File: src/rtl/wb_pkg.sv
// Shared encodings for the writeback REPNE CMPS sequencer.
// Also holds the ECX zero test used by the sequencer.
package wb_pkg;

  typedef enum logic [1:0] {
    IDLE   = 2'b00,
    WAIT2  = 2'b01,
    WAIT1  = 2'b10,
    HALTED = 2'b11
  } rep_state_e;

  localparam int ZF_BIT = 6;

  function automatic logic equal_to_zero(input logic [31:0] value);
    return (value == 32'd0);
  endfunction

endpackage

File: src/rtl/rep_iter_counter.sv
// Saturating iteration counter with synchronous clear and count enable.
// Clear wins over enable; the count holds once it reaches all-ones.
module rep_iter_counter #(
  parameter int W = 16
) (
  input  logic         clk_i,
  input  logic         rst_n_i,
  input  logic         clr_i,
  input  logic         en_i,
  output logic [W-1:0] cnt_o
);

  logic [W-1:0] cnt_q;
  logic [W-1:0] cnt_d;

  always_comb begin
    cnt_d = cnt_q;
    if (clr_i) begin
      cnt_d = '0;
    end else if (en_i && !(&cnt_q)) begin
      cnt_d = cnt_q + 1'b1;
    end
  end

  always_ff @(posedge clk_i) begin
    if (!rst_n_i) begin
      cnt_q <= '0;
    end else begin
      cnt_q <= cnt_d;
    end
  end

  assign cnt_o = cnt_q;

endmodule

File: src/rtl/wb_rep_sequencer.sv
// Writeback controller for REPNE CMPS loops: replays the uop pair, ends the
// loop on ZF or ECX exhaustion, and latches HALT until reset.
module wb_rep_sequencer
  import wb_pkg::*;
#(
  parameter int CNT_W = 16
) (
  input  logic             CLK,
  input  logic             CLR,
  input  logic             WB_V,
  input  logic             wb_stall,
  input  logic             CS_IS_CMPS_FIRST_UOP_ALL,
  input  logic             CS_IS_CMPS_SECOND_UOP_ALL,
  input  logic             WB_d2_repne_wb,
  input  logic             CS_IS_HALT_WB,
  input  logic [31:0]      current_flags,
  input  logic [31:0]      WB_RESULT_C,
  output logic             rep_active,
  output logic             rep_replay,
  output logic             wb_repne_terminate_all,
  output logic             rep_skip,
  output logic             rep_err,
  output logic             wb_halt_all,
  output logic [CNT_W-1:0] rep_iter,
  output logic [1:0]       dbg_state
);

  rep_state_e state_q, state_d;
  logic replay_q, replay_d;
  logic term_q, term_d;
  logic skip_q, skip_d;
  logic err_q, err_d;
  logic halt_q, halt_d;
  logic cnt_clr, cnt_en;
  logic retire;
  logic zf;
  logic ecx_zero;
  logic unused_flags;

  // Handshake: a uop retires only on a cycle with WB_V=1 and wb_stall=0.
  // Any other cycle is a hold: no state change, no counter change, no pulse.
  assign retire       = WB_V && !wb_stall;
  assign zf           = current_flags[ZF_BIT];
  assign ecx_zero     = equal_to_zero(WB_RESULT_C);
  assign unused_flags = ^{current_flags[31:ZF_BIT+1], current_flags[ZF_BIT-1:0]};

  always_comb begin
    state_d  = state_q;
    replay_d = 1'b0;
    term_d   = 1'b0;
    skip_d   = 1'b0;
    err_d    = 1'b0;
    halt_d   = halt_q;
    cnt_clr  = 1'b0;
    cnt_en   = 1'b0;
    if (retire) begin
      if (CS_IS_HALT_WB) begin
        state_d = HALTED;
        halt_d  = 1'b1;
      end else begin
        unique case (state_q)
          IDLE: begin
            if (CS_IS_CMPS_FIRST_UOP_ALL && WB_d2_repne_wb) begin
              if (ecx_zero) begin
                skip_d = 1'b1;
              end else begin
                cnt_clr = 1'b1;
                state_d = WAIT2;
              end
            end
          end
          WAIT2: begin
            if (CS_IS_CMPS_SECOND_UOP_ALL) begin
              cnt_en = 1'b1;
              if (zf || ecx_zero) begin
                term_d  = 1'b1;
                state_d = IDLE;
              end else begin
                replay_d = 1'b1;
                state_d  = WAIT1;
              end
            end else begin
              err_d   = 1'b1;
              state_d = IDLE;
            end
          end
          WAIT1: begin
            // The replayed first uop carries the same count; no recheck here.
            if (CS_IS_CMPS_FIRST_UOP_ALL) begin
              state_d = WAIT2;
            end else begin
              err_d   = 1'b1;
              state_d = IDLE;
            end
          end
          HALTED: begin
            state_d = HALTED;
          end
          default: begin
            state_d = IDLE;
          end
        endcase
      end
    end
  end

  always_ff @(posedge CLK) begin
    if (!CLR) begin
      state_q  <= IDLE;
      replay_q <= 1'b0;
      term_q   <= 1'b0;
      skip_q   <= 1'b0;
      err_q    <= 1'b0;
      halt_q   <= 1'b0;
    end else begin
      state_q  <= state_d;
      replay_q <= replay_d;
      term_q   <= term_d;
      skip_q   <= skip_d;
      err_q    <= err_d;
      halt_q   <= halt_d;
    end
  end

  rep_iter_counter #(
    .W(CNT_W)
  ) u_iter (
    .clk_i  (CLK),
    .rst_n_i(CLR),
    .clr_i  (cnt_clr),
    .en_i   (cnt_en),
    .cnt_o  (rep_iter)
  );

  assign rep_active             = (state_q == WAIT1) || (state_q == WAIT2);
  assign rep_replay             = replay_q;
  assign wb_repne_terminate_all = term_q;
  assign rep_skip               = skip_q;
  assign rep_err                = err_q;
  assign wb_halt_all            = halt_q;
  assign dbg_state              = state_q;

endmodule
File: config.mk
export PLATFORM = sky130hd
export DESIGN_NAME = wb_rep_sequencer
export DESIGN_NICKNAME = d
export VERILOG_FILES = /design/src/rtl/wb_pkg.sv /design/src/rtl/rep_iter_counter.sv /design/src/rtl/wb_rep_sequencer.sv
export SDC_FILE = /design/constraint.sdc
export NUM_CORES = 1
export LEC_CHECK = 0
export BUFFER_PORTS_ARGS = -buffer_cell sky130_fd_sc_hd__buf_2
export CORE_ASPECT_RATIO = 0.8
export CORE_MARGIN = 5
export CORE_UTILIZATION = 41
export DETAILED_ROUTE_END_ITERATION = 8
export PLACE_DENSITY = 0.8
export SLEW_MARGIN = 5
export SYNTH_ARGS = -nofsm -noshare
export SYNTH_HDL_FRONTEND = slang
export SYNTH_SLANG_ARGS = --single-unit
File: constraint.sdc
create_clock -name CLK -period 2.1 [get_ports CLK]
set_input_delay 0.42 -clock CLK [delete_from_list [all_inputs] [get_ports CLK]]
set_output_delay 0.42 -clock CLK [all_outputs]
set_load 0.01 [all_outputs]
==> results.md <==
- Final min period: around 1800 ps
- Endpoints failing setup: 0
- Peak Freq: around 560 MHz
- FP Rows: 18
- Critical path required time: between 2000 and 2500 ps
- Global-route wire length before repair: around 5300 µm
- Cells resized by post-CTS repair: 0
- Synth Register Bits: 23
- CP Launch Type: register
- PortBufs: 64
- Cell internal pwr: ~630 µW
- Mapped Cells: 147
- IR drop worst, VDD: ~210 µV
- Final instance area: between 1500 and 2000 µm²
- Final period util: a little over four fifths
- Multiplexer area fraction after synthesis: less than 1%
- Vias per inst: ~5
- Async set or reset register ratio after synthesis: 0%
- DRT iter0 DRCs: 62
- Seq pwr share: around 53%
- Clock latency on the worst-skew pair: roughly 260 ps
- CP max stage delay: 360 ps
- Slew @ Worst Pin: approximately 440 ps
- H-tree Lvls: 1
- Post-Synth XOR/XNOR Area: about 8.4%
- Cell Pwr Density: 470.7 nW/µm²
- CTS Sinks: 23
- Worst-case clock buffer depth: 2
- Drt drc: 0
- Reg-to-reg endpoint: u_iter.cnt_o[10]
- Setup TNS: 0 ps
- # IOs: 96
- Fin cells: 257
- Worst slew margin: a little over two thirds
- Die area: ~4600 µm²
- Main synth FF type: dfxtp_1
- CTS tree: done
- Hold Fails Final Rpt: 0
- Critical path's slowest cell: dfxtp_1
- Main combinational cell family by area after synthesis: simple AND/OR/NAND/NOR gates
- Die Span Y: between 60 and 70 µm
- Synth Area in Compound Gates: 11.80%
- ANT nets after route: 0
- Pre-CTS WS: 195.4 ps
- Crit path cell chain: inv_1 -> ha_1 -> and2_1 -> nand4_1 -> nor3_1 -> xnor2_1 -> nor2_1
- Largest net degree at the start of global routing: 14
- Sw frac: 24.81%
- EDFF count, synth: 0
- Worst r2r src: dbg_state[1]
- Post-synthesis sequential area ratio: around 34%
- Clk slew on worst S/H paths: approximately 80 ps
- Critical path endpoint: u_iter.cnt_o[10]
- Post-CTS setup buffer count: 0
- Min setup slack post-route: ~330 ps
- Post-Route WL: 3333 µm
- Clk network pwr share: approximately a third
- WP data arrival: ~1900 ps
- Die width: between 70 and 80 µm
- Hpwl dp: 2724 µm
- Area Overhead vs Synth: 31.52%
- N_diodes: 0
- DRT Pass-1 Iters: 4
- Cell count after placement: 253
- Count of pins over their slew limit: 0
- DP Area: 1739 µm²
- Avg Cell Area, Syn: ~9.2 µm²
- CP bufs+invs: 1
- GRT overflow: 0
- GPL Wtd Cong: around 0.96
- R2R setup slack: between 300 and 400 ps
- Logic gate share of total power: 14.3%
- CTS Buf Count: 3
- P_leak: 0.0008021 µW
- CP startpoint: dbg_state[1]
- RSZ-0062 raised after global routing: no
- Sw Pwr: around 210 µW
- DR WL/cell: 12.97 µm
- Final #Nets: slightly below 300
- Total vias in the final route: around 1300
- CP Class: register to register
- Synthesis warning total: 0
- Worst Clk Skew: around 3.3 ps
- Crit. End Element: register
- Mapped Nets: 225
- R2r worst-path depth: 7
- Global-route usage over all layers: between 10 and 15%
- Adder-cell share of the synthesized area: ~5.5%
- Core ar.: roughly 3100 µm²
- Layout filler cell count: approximately 280
- Initial core utilization: 43.37%
- Share of layout cells above drive strength 1: slightly below 40%
- Run status: finished clean
- Root Buffer Master: clkbuf_8
- Fraction of the mapped netlist area in simple logic gates: between 30 and 40%
- Max-cap violation count: 0
- Post-synthesis cell type count: 39
- Initial antenna violation count: 0
- Cell area after synthesis: 1358 µm²
- Cell depth of the worst setup path: 7
- Hold_buf cts: 0
- Worst Path Max Fanout: 5
- Delay-heaviest family, CP: simple AND/OR/NAND/NOR gates
- Hold Crit Class: input port to register
- Vias in the first global route: 1256
-- power groups by stage --
stage | logic [µW] | registers [µW] | clock network [µW]
global placement | 118 | 455 | 0
floorplan | 56.1 | 456 | 0
finish | 120 | 445 | 275
detailed placement | 119 | 455 | 0
CTS | 119 | 445 | 286
global route | 132 | 446 | 309
-- logic make-up (layout without fill, tap and decap cells) --
kind of cell	Yosys count	count (layout)
AO/OA/AOI/OAI	18	18
XOR/XNOR	13	13
adder cells (fa/ha/maj)	6	6
buffers and inverters	8	78
flip-flops	23	23
multiplexers	1	1
AND/OR/NAND/NOR	78	78
-- layer usage --
metal  share of wire, %  global-route usage, %  vias to the layer above
met2                 48                  25.51                       37
met1                 46                  19.39                      592
met5                  0                      0                        -
li1                   -                      -                      679
met3                4.3                  1.468                        4
met4                1.1                  5.838                        0
-- worst reg2reg max path, delay by kind of cell, from the launching register on --
| family | cells | cell delay [ps] |
|---|---|---|
| adders and majority gates | 1 | 200 |
| and+or+nand+nor | 4 | 830 |
| xor gates and xnor gates | 1 | 150 |
| DFF | 1 | 360 |
| buffers and inverters | 1 | 140 |
-- worst min path at each step --
stage / startpoint / to / slack, ps / cells past startpoint
3_5_place_dp: wb_halt_all / wb_halt_all / 460 / 2
3_3_place_gp: wb_halt_all / wb_halt_all / 450 / 2
2_1_floorplan: current_flags[6] / rep_replay / 500 / 1
6_report: current_flags[6] / rep_replay / 350 / 2
5_1_grt: current_flags[6] / rep_replay / 350 / 2
4_1_cts: current_flags[6] / rep_replay / 350 / 2
-- cell type report --
| type | count | area [µm²] | share of cell area, % |
|---|---|---|---|
| clock buffers | 3 | 41.29 | 2.313 |
| clock inverters | 1 | 5.005 | 0.2803 |
| inverters | 7 | 26.28 | 1.472 |
| multi-input cells | 116 | 859.6 | 48.14 |
| flip-flops and latches | 23 | 460.4 | 25.79 |
| well taps | 40 | 50.05 | 2.803 |
| repair buffers | 67 | 342.8 | 19.20 |
-- sequential cells by signal, indices dropped and copies added (netlist names) --
name,cells
rep_err,1
dbg_state,2
wb_halt_all,1
rep_skip,1
u_iter.cnt_o,16
wb_repne_terminate_all,1
rep_replay,1
-- cells in the final DEF, fill, tap and decap left out, types with 4 or more instances in the layout --
master,n
dfxtp_1,23
nand2_1,9
and2_1,4
nor4_1,10
nand4_1,5
nor2_1,21
xnor2_1,13
ha_1,6
nor3_1,8
buf_2,64
inv_1,7
nand3_1,4
-- metrics by stage --
step | power, µW | util, % | hold slack [ps]
5_1_grt | 886.8 | 57.03 | 351.5
4_1_cts | 850.6 | 57.03 | 346.0
3_5_place_dp | 574.1 | 55.56 | 460.4
2_1_floorplan | 512.3 | - | 498.5
6_report | 840.4 | 57.03 | 353.6
3_3_place_gp | 573.1 | 55.56 | 452.4
-- cells in the mapped netlist, types with 2 or more instances --
master,count,area (µm²)
dfxtp_1,23,460.4
nor2_1,21,78.83
xnor2_1,13,113.9
nor4_1,10,62.56
nand2_1,9,33.78
nor3_1,8,40.04
inv_1,7,26.28
ha_1,6,75.07
nand4_1,5,31.28
and2_1,4,25.02
nand3_1,4,20.02
a211oi_1,3,22.52
a21boi_0,2,15.01
a21oi_1,2,10.01
and4_1,2,17.52
nand4_4,2,42.54
nor4b_2,2,30.03
o211ai_1,2,15.01
o221a_2,2,22.52
(Power assumes the default switching activity.)
